$ cat src/rtl/bcd_to_bin_if.sv
// ---------------------------------------------------------------------------
// bcd_to_bin_if -- request/result bundle for the BCD-to-binary converter.
//
// Signals
//   start    : conversion request, sampled on the rising edge of sys_clk
//   unit     : BCD digit 10^0
//   ten      : BCD digit 10^1
//   hun      : BCD digit 10^2
//   tho      : BCD digit 10^3
//   t_tho    : BCD digit 10^4
//   h_hun    : BCD digit 10^5
//   bin_out  : registered binary result (0..999999)
//   busy     : high while a conversion is in progress
//   done     : single-cycle completion pulse
//   err      : status of the last completed request (1 = invalid digit)
//
// Modports
//   master : requester side (drives start and digits, observes results)
//   slave  : converter side
// ---------------------------------------------------------------------------
`timescale 1ns/1ps

interface bcd_to_bin_if;
   logic        start;
   logic [3:0]  unit;
   logic [3:0]  ten;
   logic [3:0]  hun;
   logic [3:0]  tho;
   logic [3:0]  t_tho;
   logic [3:0]  h_hun;
   logic [19:0] bin_out;
   logic        busy;
   logic        done;
   logic        err;

   modport master (
      output start, unit, ten, hun, tho, t_tho, h_hun,
      input  bin_out, busy, done, err
   );

   modport slave (
      input  start, unit, ten, hun, tho, t_tho, h_hun,
      output bin_out, busy, done, err
   );
endinterface : bcd_to_bin_if

$ cat src/rtl/bcd_to_bin.sv
// ---------------------------------------------------------------------------
// bcd_to_bin -- sequential six-digit BCD to 20-bit binary converter.
//
// Algorithm: reverse double-dabble. The six digits are loaded into the top
// 24 bits of a 44-bit work register. Every iteration shifts the register
// right by one bit and then subtracts 3 from each BCD field that reads >= 8.
// After 20 iterations the binary value sits in work[19:0].
//
// Timing: the request is accepted at edge E0, iterations run at E1..E20,
// and done is high for the single cycle following E20. busy covers E0..E20,
// so back-to-back requests complete once every 21 cycles.
//
// Ports
//   sys_clk    : system clock, rising edge
//   sys_rst_n  : asynchronous active-low reset
//   bus        : bcd_to_bin_if.slave (start, six digits, bin_out, busy,
//                done, err)
//
// Build option
//   BCD_DIGIT_CHECK_EN : when defined, a request carrying any digit > 9 is
//                        rejected at the accepting edge with err=1 and a
//                        one-cycle done pulse; no conversion is started and
//                        bin_out is left untouched. When undefined, err is
//                        tied low and every request is converted.
// ---------------------------------------------------------------------------
`timescale 1ns/1ps

module bcd_to_bin (
   input  logic         sys_clk,
   input  logic         sys_rst_n,
   bcd_to_bin_if.slave  bus
);

   typedef enum logic {
      IDLE = 1'b0,
      CONV = 1'b1
   } state_t;

   // Counter value during the final (20th) iteration.
   localparam logic [4:0] LAST_ITER = 5'd19;

   state_t      state;
   logic [43:0] work;
   logic [4:0]  iter_cnt;
   logic [19:0] bin_q;
   logic        busy_q;
   logic        done_q;

   logic [23:0] digits_in;
   logic [43:0] work_shifted;
   logic [43:0] work_next;
   logic        req_valid;

   assign digits_in = {bus.h_hun, bus.t_tho, bus.tho, bus.hun, bus.ten, bus.unit};

   // ------------------------------------------------------------------------
   // One reverse double-dabble step. The correction looks at the shifted
   // value; a field reads >= 8 exactly when its top bit is set, and all six
   // fields are corrected in parallel.
   // ------------------------------------------------------------------------
   assign work_shifted = {1'b0, work[43:1]};

   always_comb begin
      // NOTE: assign a default before any conditional update so that no path
      // leaves work_next unassigned; otherwise synthesis infers a latch.
      work_next = work_shifted;
      for (int i = 0; i < 6; i++) begin
         if (work_shifted[20 + 4*i + 3]) begin
            work_next[20 + 4*i +: 4] = work_shifted[20 + 4*i +: 4] - 4'd3;
         end
      end
   end

   // ------------------------------------------------------------------------
   // Request qualification.
   // ------------------------------------------------------------------------
`ifdef BCD_DIGIT_CHECK_EN
   logic digit_bad;
   logic err_q;

   always_comb begin
      digit_bad = 1'b0;
      for (int i = 0; i < 6; i++) begin
         if (digits_in[4*i +: 4] > 4'd9) begin
            digit_bad = 1'b1;
         end
      end
   end

   assign req_valid = ~digit_bad;
`else
   assign req_valid = 1'b1;
`endif

   // ------------------------------------------------------------------------
   // Control FSM and datapath registers.
   // ------------------------------------------------------------------------
   // NOTE: sequential state is written with non-blocking assignments so that
   // every register samples the pre-edge values of the others, matching the
   // hardware regardless of statement order.
   always_ff @(posedge sys_clk or negedge sys_rst_n) begin
      if (!sys_rst_n) begin
         state    <= IDLE;
         // NOTE: the work register is cleared on reset as well, so an aborted
         // conversion leaves no residue and simulation never starts from X.
         work     <= '0;
         iter_cnt <= '0;
         bin_q    <= '0;
         busy_q   <= 1'b0;
         done_q   <= 1'b0;
`ifdef BCD_DIGIT_CHECK_EN
         err_q    <= 1'b0;
`endif
      end else begin
         // done is a pulse: it is only ever held high for one cycle.
         done_q <= 1'b0;

         case (state)
            IDLE: begin
               if (bus.start) begin
                  if (req_valid) begin
                     work     <= {digits_in, 20'b0};
                     iter_cnt <= '0;
                     busy_q   <= 1'b1;
                     state    <= CONV;
                  end
`ifdef BCD_DIGIT_CHECK_EN
                  else begin
                     // Rejected request: report it immediately, stay idle.
                     err_q  <= 1'b1;
                     done_q <= 1'b1;
                  end
`endif
               end
            end

            CONV: begin
               // start and the digit inputs are not looked at here, so
               // anything presented while busy has no effect.
               work     <= work_next;
               iter_cnt <= iter_cnt + 5'd1;
               if (iter_cnt == LAST_ITER) begin
                  bin_q  <= work_next[19:0];
                  done_q <= 1'b1;
                  busy_q <= 1'b0;
                  state  <= IDLE;
`ifdef BCD_DIGIT_CHECK_EN
                  err_q  <= 1'b0;
`endif
               end
            end

            default: begin
               state <= IDLE;
            end
         endcase
      end
   end

   // ------------------------------------------------------------------------
   // Outputs (all registered).
   // ------------------------------------------------------------------------
   assign bus.bin_out = bin_q;
   assign bus.busy    = busy_q;
   assign bus.done    = done_q;
`ifdef BCD_DIGIT_CHECK_EN
   assign bus.err     = err_q;
`else
   assign bus.err     = 1'b0;
`endif

endmodule : bcd_to_bin

$ cat src/flat_wrapper.sv
// flat-port wrapper written by rule: the top's interface ports become plain ports
module bcd_to_bin_flat 
  (sys_clk, sys_rst_n, bus_start, bus_unit, bus_ten, bus_hun, bus_tho, bus_t_tho, bus_h_hun, bus_bin_out, bus_busy, bus_done, bus_err);
  bcd_to_bin_if bus_i ();
  input  logic sys_clk;
  input  logic sys_rst_n;
  input wire logic [$bits(bus_i.start)-1:0] bus_start;
  input wire logic [$bits(bus_i.unit)-1:0] bus_unit;
  input wire logic [$bits(bus_i.ten)-1:0] bus_ten;
  input wire logic [$bits(bus_i.hun)-1:0] bus_hun;
  input wire logic [$bits(bus_i.tho)-1:0] bus_tho;
  input wire logic [$bits(bus_i.t_tho)-1:0] bus_t_tho;
  input wire logic [$bits(bus_i.h_hun)-1:0] bus_h_hun;
  output wire logic [$bits(bus_i.bin_out)-1:0] bus_bin_out;
  output wire logic [$bits(bus_i.busy)-1:0] bus_busy;
  output wire logic [$bits(bus_i.done)-1:0] bus_done;
  output wire logic [$bits(bus_i.err)-1:0] bus_err;
  assign bus_i.start = bus_start;
  assign bus_i.unit = bus_unit;
  assign bus_i.ten = bus_ten;
  assign bus_i.hun = bus_hun;
  assign bus_i.tho = bus_tho;
  assign bus_i.t_tho = bus_t_tho;
  assign bus_i.h_hun = bus_h_hun;
  assign bus_bin_out = bus_i.bin_out;
  assign bus_busy = bus_i.busy;
  assign bus_done = bus_i.done;
  assign bus_err = bus_i.err;
  bcd_to_bin u_core (.sys_clk(sys_clk), .sys_rst_n(sys_rst_n), .bus(bus_i));
endmodule
$ cat config.mk
export PLATFORM = sky130hd
export DESIGN_NAME = bcd_to_bin_flat
export DESIGN_NICKNAME = d
export VERILOG_FILES = /design/src/rtl/bcd_to_bin_if.sv /design/src/rtl/bcd_to_bin.sv /design/src/flat_wrapper.sv
export SDC_FILE = /design/constraint.sdc
export NUM_CORES = 1
export LEC_CHECK = 0
export ABC_AREA = 1
export ABC_CLOCK_PERIOD_IN_PS = 2600
export BUFFER_PORTS_ARGS = -buffer_cell sky130_fd_sc_hd__buf_2
export CAP_MARGIN = 10
export CORE_UTILIZATION = 60
export CTS_CLUSTER_SIZE = 25
export DETAILED_ROUTE_END_ITERATION = 7
export PLACE_DENSITY = 0.84
export SLEW_MARGIN = 15
export SYNTH_ARGS = -nofsm -noshare
export SYNTH_HDL_FRONTEND = slang
export SYNTH_SLANG_ARGS = --single-unit
$ cat constraint.sdc
create_clock -name sys_clk -period 2.6 [get_ports sys_clk]
set_input_delay 0.26 -clock sys_clk [delete_from_list [all_inputs] [get_ports sys_clk]]
set_output_delay 0.26 -clock sys_clk [all_outputs]
set_load 0.01 [all_outputs]
-- Word level (Yosys, flattened, before mapping)
Cells that the tools add are included.
- register bits after elaboration: 72
- bits of input ports: 27
- output and inout port bits: 23
- word-level logic and storage cells: 35
- eq/ne operators: 3
- $add $sub $neg: 6
- bitwise operators: 1
- reduce and logical (&&, ||, !) cells: 2
- muxes and demuxes: 17
- operators with widths (kind ; number):
    case mux 44 bit (2 select lines) ; 1
    2-to-1 mux 44 bit ; 1
    2-to-1 mux 4 bit ; 5
    subtractor 4 x 2 -> 4 bit (second input constant) ; 5
    case mux 5 bit (2 select lines) ; 1
    2-to-1 mux 1 bit ; 6
    adder 5 x 1 -> 5 bit (second input constant) ; 1
    equality test 5 bit (second input constant) ; 1
    2-to-1 mux 5 bit ; 1
    != test 2 bit (second input constant) ; 2
    case mux 1 bit (2 select lines) ; 2
    AND reduction 2 bit ; 2
    inverter 1 bit ; 1

-- Longest topological paths before layout
Gate-level depths: netlist (run 1).
- depth in word-level cells: 3
- gate-level depth with buffers: 7
- depth with buffers taken out: 6

-- Worst setup path before layout (run 1)
Ideal clock, no wire load.
- kind: reg2reg
- start point: register u_core.iter_cnt[0]
- end point: register u_core.bin_q[0], in the netlist u_core.bus.bin_out[0]
- buffers on the path: 1
- data required time: 2535 ps
- stages on the path, launching flop included: 8
- period minus slack after synthesis: 1236 ps
- setup time: 65 ps
- slack: 1364 ps
- arrival: 1171 ps
- cell sequence: dfrtp_1 -> ha_1 -> nand2_1 -> inv_1 -> nand3_1 -> clkbuf_1 -> nand2_1 -> nand2_1
- cells in the longest elaborated chain, start to end: 2
- RTL lines (what ; RTL line ; source):
    from (decl) ; bcd_to_bin.sv:44 ; logic [4:0] iter_cnt;
    from (signal assigned) ; bcd_to_bin.sv:141 ; iter_cnt <= iter_cnt + 5'd1;
    equality test 5 bit ; bcd_to_bin.sv:142 ; if (iter_cnt == LAST_ITER) begin
    AND reduction 2 bit (no source line) ; - ;
    to (signal assigned) ; bcd_to_bin.sv:143 ; bin_q <= work_next[19:0];
    to (decl) ; bcd_to_bin.sv:45 ; logic [19:0] bin_q;
No other way between the ends.
A chain may end at the register's enable or synchronous reset.

-- Final worst setup path (run 1)
- start point: register u_core.state
- end point: register u_core.work[40]
- cells in the longest elaborated chain, start to end: 2
- elaborated cells on any way between the ends: 3
- classes of those cells: eq/ne: 1; mux: 1; bitwise: 1
- RTL lines (what ; RTL line ; source):
    from (decl) ; bcd_to_bin.sv:42 ; state_t state;
    from (signal assigned) ; bcd_to_bin.sv:103 ; state <= IDLE;
    from (signal assigned) ; bcd_to_bin.sv:125 ; state <= CONV;
    from (signal assigned) ; bcd_to_bin.sv:146 ; state <= IDLE;
    inverter 1 bit ; bcd_to_bin.sv:118 ; case (state)
    case mux 44 bit (2 select lines) / != test 2 bit (equally long branches) ; - ;
    to (signal assigned) ; bcd_to_bin.sv:122 ; work <= {digits_in, 20'b0};
    to (signal assigned) ; bcd_to_bin.sv:140 ; work <= work_next;
    to (decl) ; bcd_to_bin.sv:43 ; logic [43:0] work;
Parallel ways exist; a longest one is shown, timed or not.

==> results of run 1 <==
[registers in the layout (all words and copies together) (netlist names)]
signal,flops
u_core.bus.busy,1
u_core.state,1
u_core.work,43
u_core.iter_cnt,5
u_core.bus.done,1
u_core.bus.bin_out,20
[final cells by class]
cell class	count	area [µm²]
multi-input combinational	271	1200
fill	393	1440
timing repair buffer	52	270
tap	70	87.6
sequential	71	1780
clock buffer	11	141
inverter	48	180
clock inverter	5	81.3
[through the flow]
| step | util | hold WS, ps | worst slack (ps) | cells | power [mW] |
|---|---|---|---|---|---|
| 5_1_grt | 0.722 | 135 | 505 | 528 | 4.71 |
| 6_report | 0.722 | 96.4 | 664 | 528 | 4.35 |
| 3_3_place_gp | 0.679 | 450 | 748 | 512 | 3.28 |
| 4_1_cts | 0.722 | 111 | 683 | 528 | 4.37 |
| 3_5_place_dp | 0.679 | 453 | 712 | 512 | 3.37 |
| 2_1_floorplan | - | -35.6 | 1360 | 409 | 2.93 |
[cell families after synthesis]
logic type      share of synthesized area
flops                               0.547
buf+inv                            0.0847
fa+ha+maj                          0.0231
other cells                       0.00115
compound gates                     0.0555
simple gates                        0.289
[power groups by stage]
stage               combinational, mW  clock, mW  sequential [mW]
finish                           1.43      0.989             1.93
global route                     1.68       1.04             1.99
CTS                              1.45      0.998             1.92
detailed placement               1.43          0             1.94
global placement                 1.36          0             1.92
floorplan                        1.01          0             1.93
[worst max-delay path by stage]
stage	start	endpoint	slack (ps)	cells past startpoint
2_1_floorplan	u_core.iter_cnt[0]	u_core.bus.bin_out[0]	1360	7
3_3_place_gp	u_core.state	u_core.work[40]	750	4
3_5_place_dp	u_core.state	u_core.work[40]	710	4
4_1_cts	u_core.state	u_core.work[40]	680	4
5_1_grt	u_core.state	u_core.work[3]	510	4
6_report	u_core.state	u_core.work[40]	660	4
[layer usage]
layer  wire length, µm  vias up  track usage
li1                  -     1353            -
met1              2910     1227        0.317
met2              3140       48        0.438
met3               258       10       0.0503
met4               100        0        0.121
met5                 0        -            0
[cells in the final DEF (no fill, tap or decap), drive strengths merged]
master,count
clkinv,7
bufinv,2
conb,1
o22ai,17
nand3,37
clkbuf,11
clkinvlp,1
buf,52
inv,43
a22o,1
ha,6
o21ai,9
nor2,27
o211ai,2
a21oi,1
nand2,170
dfrtp,71
[critical path: stages (launching register included)]
cell      delay, ps
dfrtp_1         380
buf_4           180
inv_2           400
nand2_1         550
o211ai_1        320
==> impl_metrics.json, run 1 <==
{
  "comb_power_share": 0.329,
  "setup_viol": 0,
  "cp-end-kind": "flip-flop",
  "cts_buffers": 9,
  "p_leak_nw": 2.06,
  "drive_gt1_frac": 0.159,
  "finalCriticalPeriod_ps": 1940,
  "row_count": 26,
  "track_usage": 0.257,
  "r2r_start": "u_core.state",
  "cts_buffer_depth": 2,
  "worst_pin_slew_ps": 910,
  "rrSetupSlack_ps": 660,
  "clock.fmax_mhz": 517,
  "final_max_slew_viol_count": 0,
  "cts-root-buf": "clkbuf_8",
  "yosys.area.top_type": "dfrtp_1",
  "grt_max_degree": 72,
  "antenna_cells": 0,
  "syn_nets": 442,
  "remaining_drc_errors": 0,
  "ys_seq_area_frac": 0.547,
  "grt_pass1_vias": 2543,
  "gp_congestion": 0.843,
  "coreArea_um2": 5170,
  "hold_viol_final": 0,
  "htree_levels": 3,
  "p_switching_mw": 1.62,
  "finalClockSkew_ps": 4.87,
  "yosysWarnings": 0,
  "place_area_um2": 3510,
  "final_cell_area_um2": 3730,
  "grt_setup_unrepaired": "false",
  "avgSynthCellArea_um2": 7.94,
  "fp.dieH_um": 75.6,
  "hold_class": "input port to async pin",
  "area_growth_pct": 14.9,
  "io_pins": 50,
  "netlist_area_um2": 3250,
  "powerDensity_nw_per_um2": 1170,
  "p_clk_frac": 0.227,
  "ant_nets": 0,
  "final_nets": 486,
  "cts_sinks": 71,
  "synth_cell_types": 21,
  "grt_pass1_wl_um": 10800,
  "seqPwrFrac": 0.443,
  "fin_tns_setup_ps": 0,
  "hold_buffers": 0,
  "synth_flop_cell": "dfrtp_1",
  "floorplan.initialDensity": 0.628,
  "cts.repair.resized": 0,
  "synth_commonest_cells": "nand2_1, dfrtp_1, inv_1",
  "drv_cap": 0,
  "dieWidth_um": 75.6,
  "post_cts_buffers": 0,
  "swShare": 0.373,
  "yosysMostFrequentCell": "nand2_1",
  "p_int_mw": 2.73,
  "dpl.hpwl_um": 4160,
  "overflow": 0,
  "first_iter_violations": 253,
  "dieArea_um2": 5710,
  "rr_endpoint": "u_core.work[40]",
  "portBuffers": 48,
  "clk_latency_ps": 360,
  "period_share": 0.745,
  "antenna_found_initial": 0,
  "crit_fanout": 32,
  "cts_tree": "yes",
  "status": "completed",
  "required_ps": 2870,
  "async_flop_share": 1.00,
  "synth_area_leaders": "dfrtp_1, nand2_1, nand3_1, inv_1, o22ai_1",
  "path_clk_slew_ps": 70,
  "post_drt_wl_per_cell_um": 12.1,
  "synth_edf_count": 0,
  "worstPathArrival_ps": 2200,
  "synth_seq_cells": 71,
  "irDropWorstVdd_uv": 719,
  "routed_wl_um": 6410,
  "path_class": "flip-flop to flip-flop",
  "relSlewSlack": 0.392,
  "r2r_cells": 4,
  "via_per_inst": 5.00,
  "num_vias": 2638,
  "startpoint_type": "flip-flop",
  "dr.pass1.iters": 4,
  "syn_inst": 409,
  "synth_top_area_share": 0.547
}
No activity file was read; power rests on OpenSTA's default activity.
==> inputs of run 2 (changes only) <==
ABC_AREA = 0   (was 1)
ABC_CLOCK_PERIOD_IN_PS = 1700   (was 2600)
CORE_UTILIZATION = 51   (was 60)
PLACE_DENSITY = 0.76   (was 0.84)
clock period = 1.7 ns   (was 2.6 ns; I/O delays follow)
==> impl_metrics.json, run 2 <==
{
  "synth_seq_cells": 71,
  "avgSynthCellArea_um2": 11.1,
  "remaining_drc_errors": 0,
  "startpoint_type": "flip-flop",
  "synth_edf_count": 0,
  "ys_seq_area_frac": 0.543,
  "portBuffers": 48,
  "first_iter_violations": 145,
  "final_common_cell": "dfrtp_1",
  "grt_pass1_wl_um": 9880,
  "post_drt_wl_per_cell_um": 13.8,
  "layout_common_cells": "dfrtp_1, nand2_1, buf_2",
  "final_nets": 374,
  "synth_cell_types": 24,
  "cts.repair.resized": 0,
  "cts_sinks": 71,
  "io_pins": 50,
  "syn_inst": 294,
  "place_area_um2": 3590,
  "row_count": 28,
  "via_per_inst": 5.24,
  "num_vias": 2204,
  "p_leak_nw": 1.90,
  "largest_reg_flops": 43,
  "cts_buffers": 9,
  "powerDensity_nw_per_um2": 1770,
  "fp.dieH_um": 82.1,
  "grt_max_degree": 72,
  "ant_nets": 0,
  "grt_pass1_vias": 2165,
  "crit_fanout": 21,
  "netlist_area_um2": 3270,
  "hold_buffers": 1,
  "whs_ps": 63.8,
  "clock.fmax_mhz": 647,
  "cts-root-buf": "clkbuf_8",
  "coreArea_um2": 6060,
  "setup_viol": 0,
  "synth_flop_cell": "dfrtp_1",
  "hold_viol_final": 0,
  "relSlewSlack": 0.528,
  "finalClockSkew_ps": 8.42,
  "final_cell_area_um2": 3820,
  "dr.pass1.iters": 4,
  "grt_setup_unrepaired": "false",
  "report.power.total_mw": 6.77,
  "synth_commonest_cells": "dfrtp_1, nand2_1, o21ai_0",
  "cts_buffer_depth": 2,
  "cts_tree": "yes",
  "routed_wl_um": 5830,
  "fin_util": 0.630,
  "hold_class": "input port to flip-flop",
  "antenna_cells": 0,
  "required_ps": 1940,
  "top_register": "u_core.work",
  "dieArea_um2": 6740,
  "clk_latency_ps": 350,
  "path_clk_slew_ps": 80,
  "status": "completed",
  "dpl.hpwl_um": 3690,
  "fin_tns_setup_ps": 0,
  "gp_congestion": 0.728,
  "post_cts_buffers": 0,
  "overflow": 0,
  "worst_pin_slew_ps": 707,
  "drive_gt1_frac": 0.263,
  "dieWidth_um": 82.1,
  "finalCriticalPeriod_ps": 1550,
  "drv_cap": 0,
  "worstPathArrival_ps": 1790,
  "yosysWarnings": 0,
  "synth_top_area_share": 0.543,
  "path_class": "flip-flop to flip-flop",
  "yosysMostFrequentCell": "dfrtp_1",
  "floorplan.initialDensity": 0.540,
  "final_max_slew_viol_count": 0,
  "cp-end-kind": "flip-flop",
  "htree_levels": 3,
  "synth_area_leaders": "dfrtp_1, mux2_4, nand2_1, mux2i_1, o21ai_0",
  "period_share": 0.910,
  "irDropWorstVdd_uv": 940,
  "async_flop_share": 1.00,
  "area_growth_pct": 16.6,
  "track_usage": 0.200,
  "yosys.area.top_type": "dfrtp_1",
  "antenna_found_initial": 0,
  "syn_nets": 327
}
==> run 2: final cells by class <==
type | instances | area (µm²)
multi-input cells | 201 | 1380
repair buffers | 55 | 333
well taps | 75 | 93.8
fillers | 497 | 2240
inverters | 3 | 11.3
flip-flops and latches | 71 | 1780
clock inverters | 6 | 92.6
clock buffers | 10 | 128
==> run 2: routing by layer <==
metal / share of wire / global-route usage / vias to the layer above
met1: 0.47 / 0.254 / 1046
met4: 0.028 / 0.132 / 0
li1: - / - / 1095
met3: 0.045 / 0.0429 / 12
met2: 0.46 / 0.307 / 51
met5: 0 / 0 / -
==> run 2: logic make-up (layout without fill, tap and decap cells) <==
kind of cell / after synthesis / after routing / synth area share
flip-flops: 71 / 71 / 0.543
XOR/XNOR: 13 / 13 / 0.0348
AND/OR/NAND/NOR: 78 / 78 / 0.106
other: 1 / 1 / 0.00115
adder cells (fa/ha/maj): 6 / 6 / 0.0229
multiplexers: 39 / 39 / 0.149
AO/OA/AOI/OAI: 64 / 64 / 0.109
buffers and inverters: 22 / 74 / 0.0352
==> run 2: report_power, final <==
group / switching [mW] / total [mW] / internal [mW]
Clock: 0.657 / 1.49 / 0.836
Sequential: 0.614 / 3.04 / 2.43
Combinational: 1.03 / 2.24 / 1.21
Total: 2.30 / 6.77 / 4.47
==> run 2: through the flow <==
step | worst slack (ps) | cells
floorplan | 262 | 294
global placement | 182 | 404
CTS | 144 | 421
detailed placement | 151 | 404
finish | 154 | 421
global route | 91.3 | 421
==> run 2: final timing paths <==
path / startpoint / to / slack [ps] / depth (start not counted)
hold / removal: bus_h_hun[3] / u_core.work[43] / 60 / 3
min in group asynchronous: sys_rst_n / u_core.bus.bin_out[13] / 360 / 3
hold reg to reg: u_core.work[42] / u_core.work[41] / 500 / 2
setup / recovery: u_core.iter_cnt[0] / u_core.bus.bin_out[19] / 150 / 5
setup reg to reg: u_core.iter_cnt[0] / u_core.bus.bin_out[19] / 150 / 5
max in group asynchronous: sys_rst_n / u_core.bus.bin_out[7] / 1030 / 3
==> run 2: worst max-delay path: stages, from the launching register on <==
cell     delay, ps
dfrtp_1        410
ha_1           240
nor2b_1        150
nand3_2         90
buf_12         200
mux2_2         350
==> inputs of run 3 (changes only) <==
PLACE_DENSITY = 0.87   (was 0.76)
==> impl_metrics.json, run 3 (synthesis gave the netlist of run 2 again) <==
{
  "hold_end": "u_core.work[43]",
  "dr.pass1.iters": 4,
  "clock.fmax_mhz": 652,
  "dp.cells": 405,
  "dpl.hpwl_um": 3930,
  "required_ps": 1930,
  "fin_tns_setup_ps": 0,
  "grt_pass1_vias": 2187,
  "fill_cells": 462,
  "whs_ps": 82.4,
  "p_int_mw": 4.67,
  "area_growth_pct": 18.1,
  "floorplan.initialDensity": 0.540,
  "num_vias": 2265,
  "remaining_drc_errors": 0,
  "routed_wl_um": 6200,
  "max_stage_delay_ps": 400,
  "cts.repair.resized": 0,
  "path_class": "flip-flop to flip-flop",
  "rr_endpoint": "u_core.bus.bin_out[19]",
  "drt-met1-wl_um": 2710,
  "worstPathArrival_ps": 1760,
  "coreArea_um2": 6060,
  "critical-path-top-delay-family": "flip-flops",
  "cts_buffer_depth": 2,
  "drive_gt1_frac": 0.263,
  "htree_levels": 3,
  "cts_buffers": 9,
  "setup_slack_ps": 166,
  "r2r_cells": 5,
  "place_area_um2": 3620,
  "fin_util": 0.638,
  "antenna_found_initial": 0,
  "holdPathStages": 3,
  "finalCriticalPeriod_ps": 1530,
  "p_leak_nw": 1.94,
  "post_drt_wl_per_cell_um": 14.7,
  "crit_buf_inv": 1,
  "path_cells": "ha_1 -> nor2b_1 -> nand3_2 -> buf_12 -> mux2_2",
  "antenna_cells": 0,
  "report.power.total_mw": 6.97,
  "ant_nets": 0,
  "fin_cells": 421,
  "fp.dieH_um": 82.1,
  "wl_met3_um": 249,
  "largest_reg_flops": 43,
  "cp_slowest_cell": "dfrtp_1",
  "grt_max_degree": 72,
  "topRoutingLayerUsed": "met4",
  "p_switching_mw": 2.30,
  "top_register": "u_core.work",
  "cp-end-kind": "flip-flop",
  "cts_sinks": 71,
  "cts-root-buf": "clkbuf_8",
  "overflow": 0,
  "p_clk_frac": 0.228,
  "gp_congestion": 0.752,
  "portBuffers": 48,
  "io_pins": 50,
  "pre_cts_ws_ps": 161,
  "crit_fanout": 9,
  "drv_cap": 0,
  "dieWidth_um": 82.1,
  "final_nets": 375,
  "period_share": 0.902,
  "first_iter_violations": 177,
  "clk_latency_ps": 340,
  "track_usage": 0.203,
  "grt_setup_unrepaired": "false",
  "dr_wl_met2_um": 3090,
  "seqPwrFrac": 0.441,
  "final_common_cell": "dfrtp_1",
  "cts_tree": "yes",
  "setup_viol": 0,
  "status": "completed",
  "final_max_slew_viol_count": 0,
  "row_count": 28,
  "grt_pass1_wl_um": 10100,
  "irDropWorstVdd_uv": 803,
  "final_cell_area_um2": 3870,
  "startpoint_type": "flip-flop",
  "layout_common_cells": "dfrtp_1, nand2_1, buf_2",
  "hold_start": "bus_h_hun[3]",
  "post_cts_buffers": 0,
  "dieArea_um2": 6740,
  "swShare": 0.330,
  "comb_power_share": 0.332,
  "hold_class": "input port to flip-flop",
  "rrSetupSlack_ps": 170,
  "hold_viol_final": 0,
  "powerDensity_nw_per_um2": 1800,
  "path_clk_slew_ps": 70,
  "r2r_start": "u_core.iter_cnt[0]",
  "finalClockSkew_ps": 10.3,
  "via_per_inst": 5.38
}
-- run 3: how the worst max path moves through the flow --
stage / start / end / slack (ps) / depth (start not counted)
5_1_grt: u_core.iter_cnt[0] / u_core.bus.bin_out[10] / 70 / 5
6_report: u_core.iter_cnt[0] / u_core.bus.bin_out[19] / 170 / 5
3_3_place_gp: u_core.iter_cnt[0] / u_core.bus.bin_out[19] / 220 / 5
3_5_place_dp: u_core.iter_cnt[0] / u_core.bus.bin_out[9] / 160 / 5
2_1_floorplan: u_core.iter_cnt[0] / u_core.bus.bin_out[0] / 260 / 5
4_1_cts: u_core.iter_cnt[0] / u_core.bus.bin_out[19] / 160 / 5
-- run 3: repair_timing --
item / in CTS / in global routing
setup endpoints to repair: 0 / 0
hold endpoints to repair: 71 / 0
hold buffers: 1 / 0
-- run 3: routing by layer --
metal / up-vias / global-route usage
li1: 1094 / -
met2: 48 / 0.321
met1: 1110 / 0.261
met5: - / 0
met4: 0 / 0.0965
met3: 13 / 0.0495
-- run 3: final cells by class --
| type | instances | area (µm²) | share of cell area |
|---|---|---|---|
| Sequential cell | 71 | 1780 | 0.460 |
| Multi-Input combinational cell | 201 | 1380 | 0.357 |
| Timing Repair Buffer | 56 | 365 | 0.0945 |
| Clock buffer | 11 | 141 | 0.0366 |
| Clock inverter | 4 | 95.1 | 0.0246 |
| Tap cell | 75 | 93.8 | 0.0243 |
| Inverter | 3 | 11.3 | 0.00291 |
-- run 3: worst reg2reg max path, stage by stage, from the launching register on --
cell and delay, ps:
dfrtp_1 400, ha_1 240, nor2b_1 150, nand3_2 140, buf_12 150, mux2_2 340
-- run 3: power groups by stage --
| stage | sequential, mW | combinational [mW] | clock, mW |
|---|---|---|---|
| final | 3.07 | 2.31 | 1.59 |
| after CTS | 3.07 | 2.35 | 1.61 |
| after detailed placement | 3.07 | 2.34 | 0 |
| after global placement | 3.03 | 2.18 | 0 |
| after global routing | 3.17 | 2.63 | 1.69 |
| after floorplan | 3.02 | 1.63 | 0 |
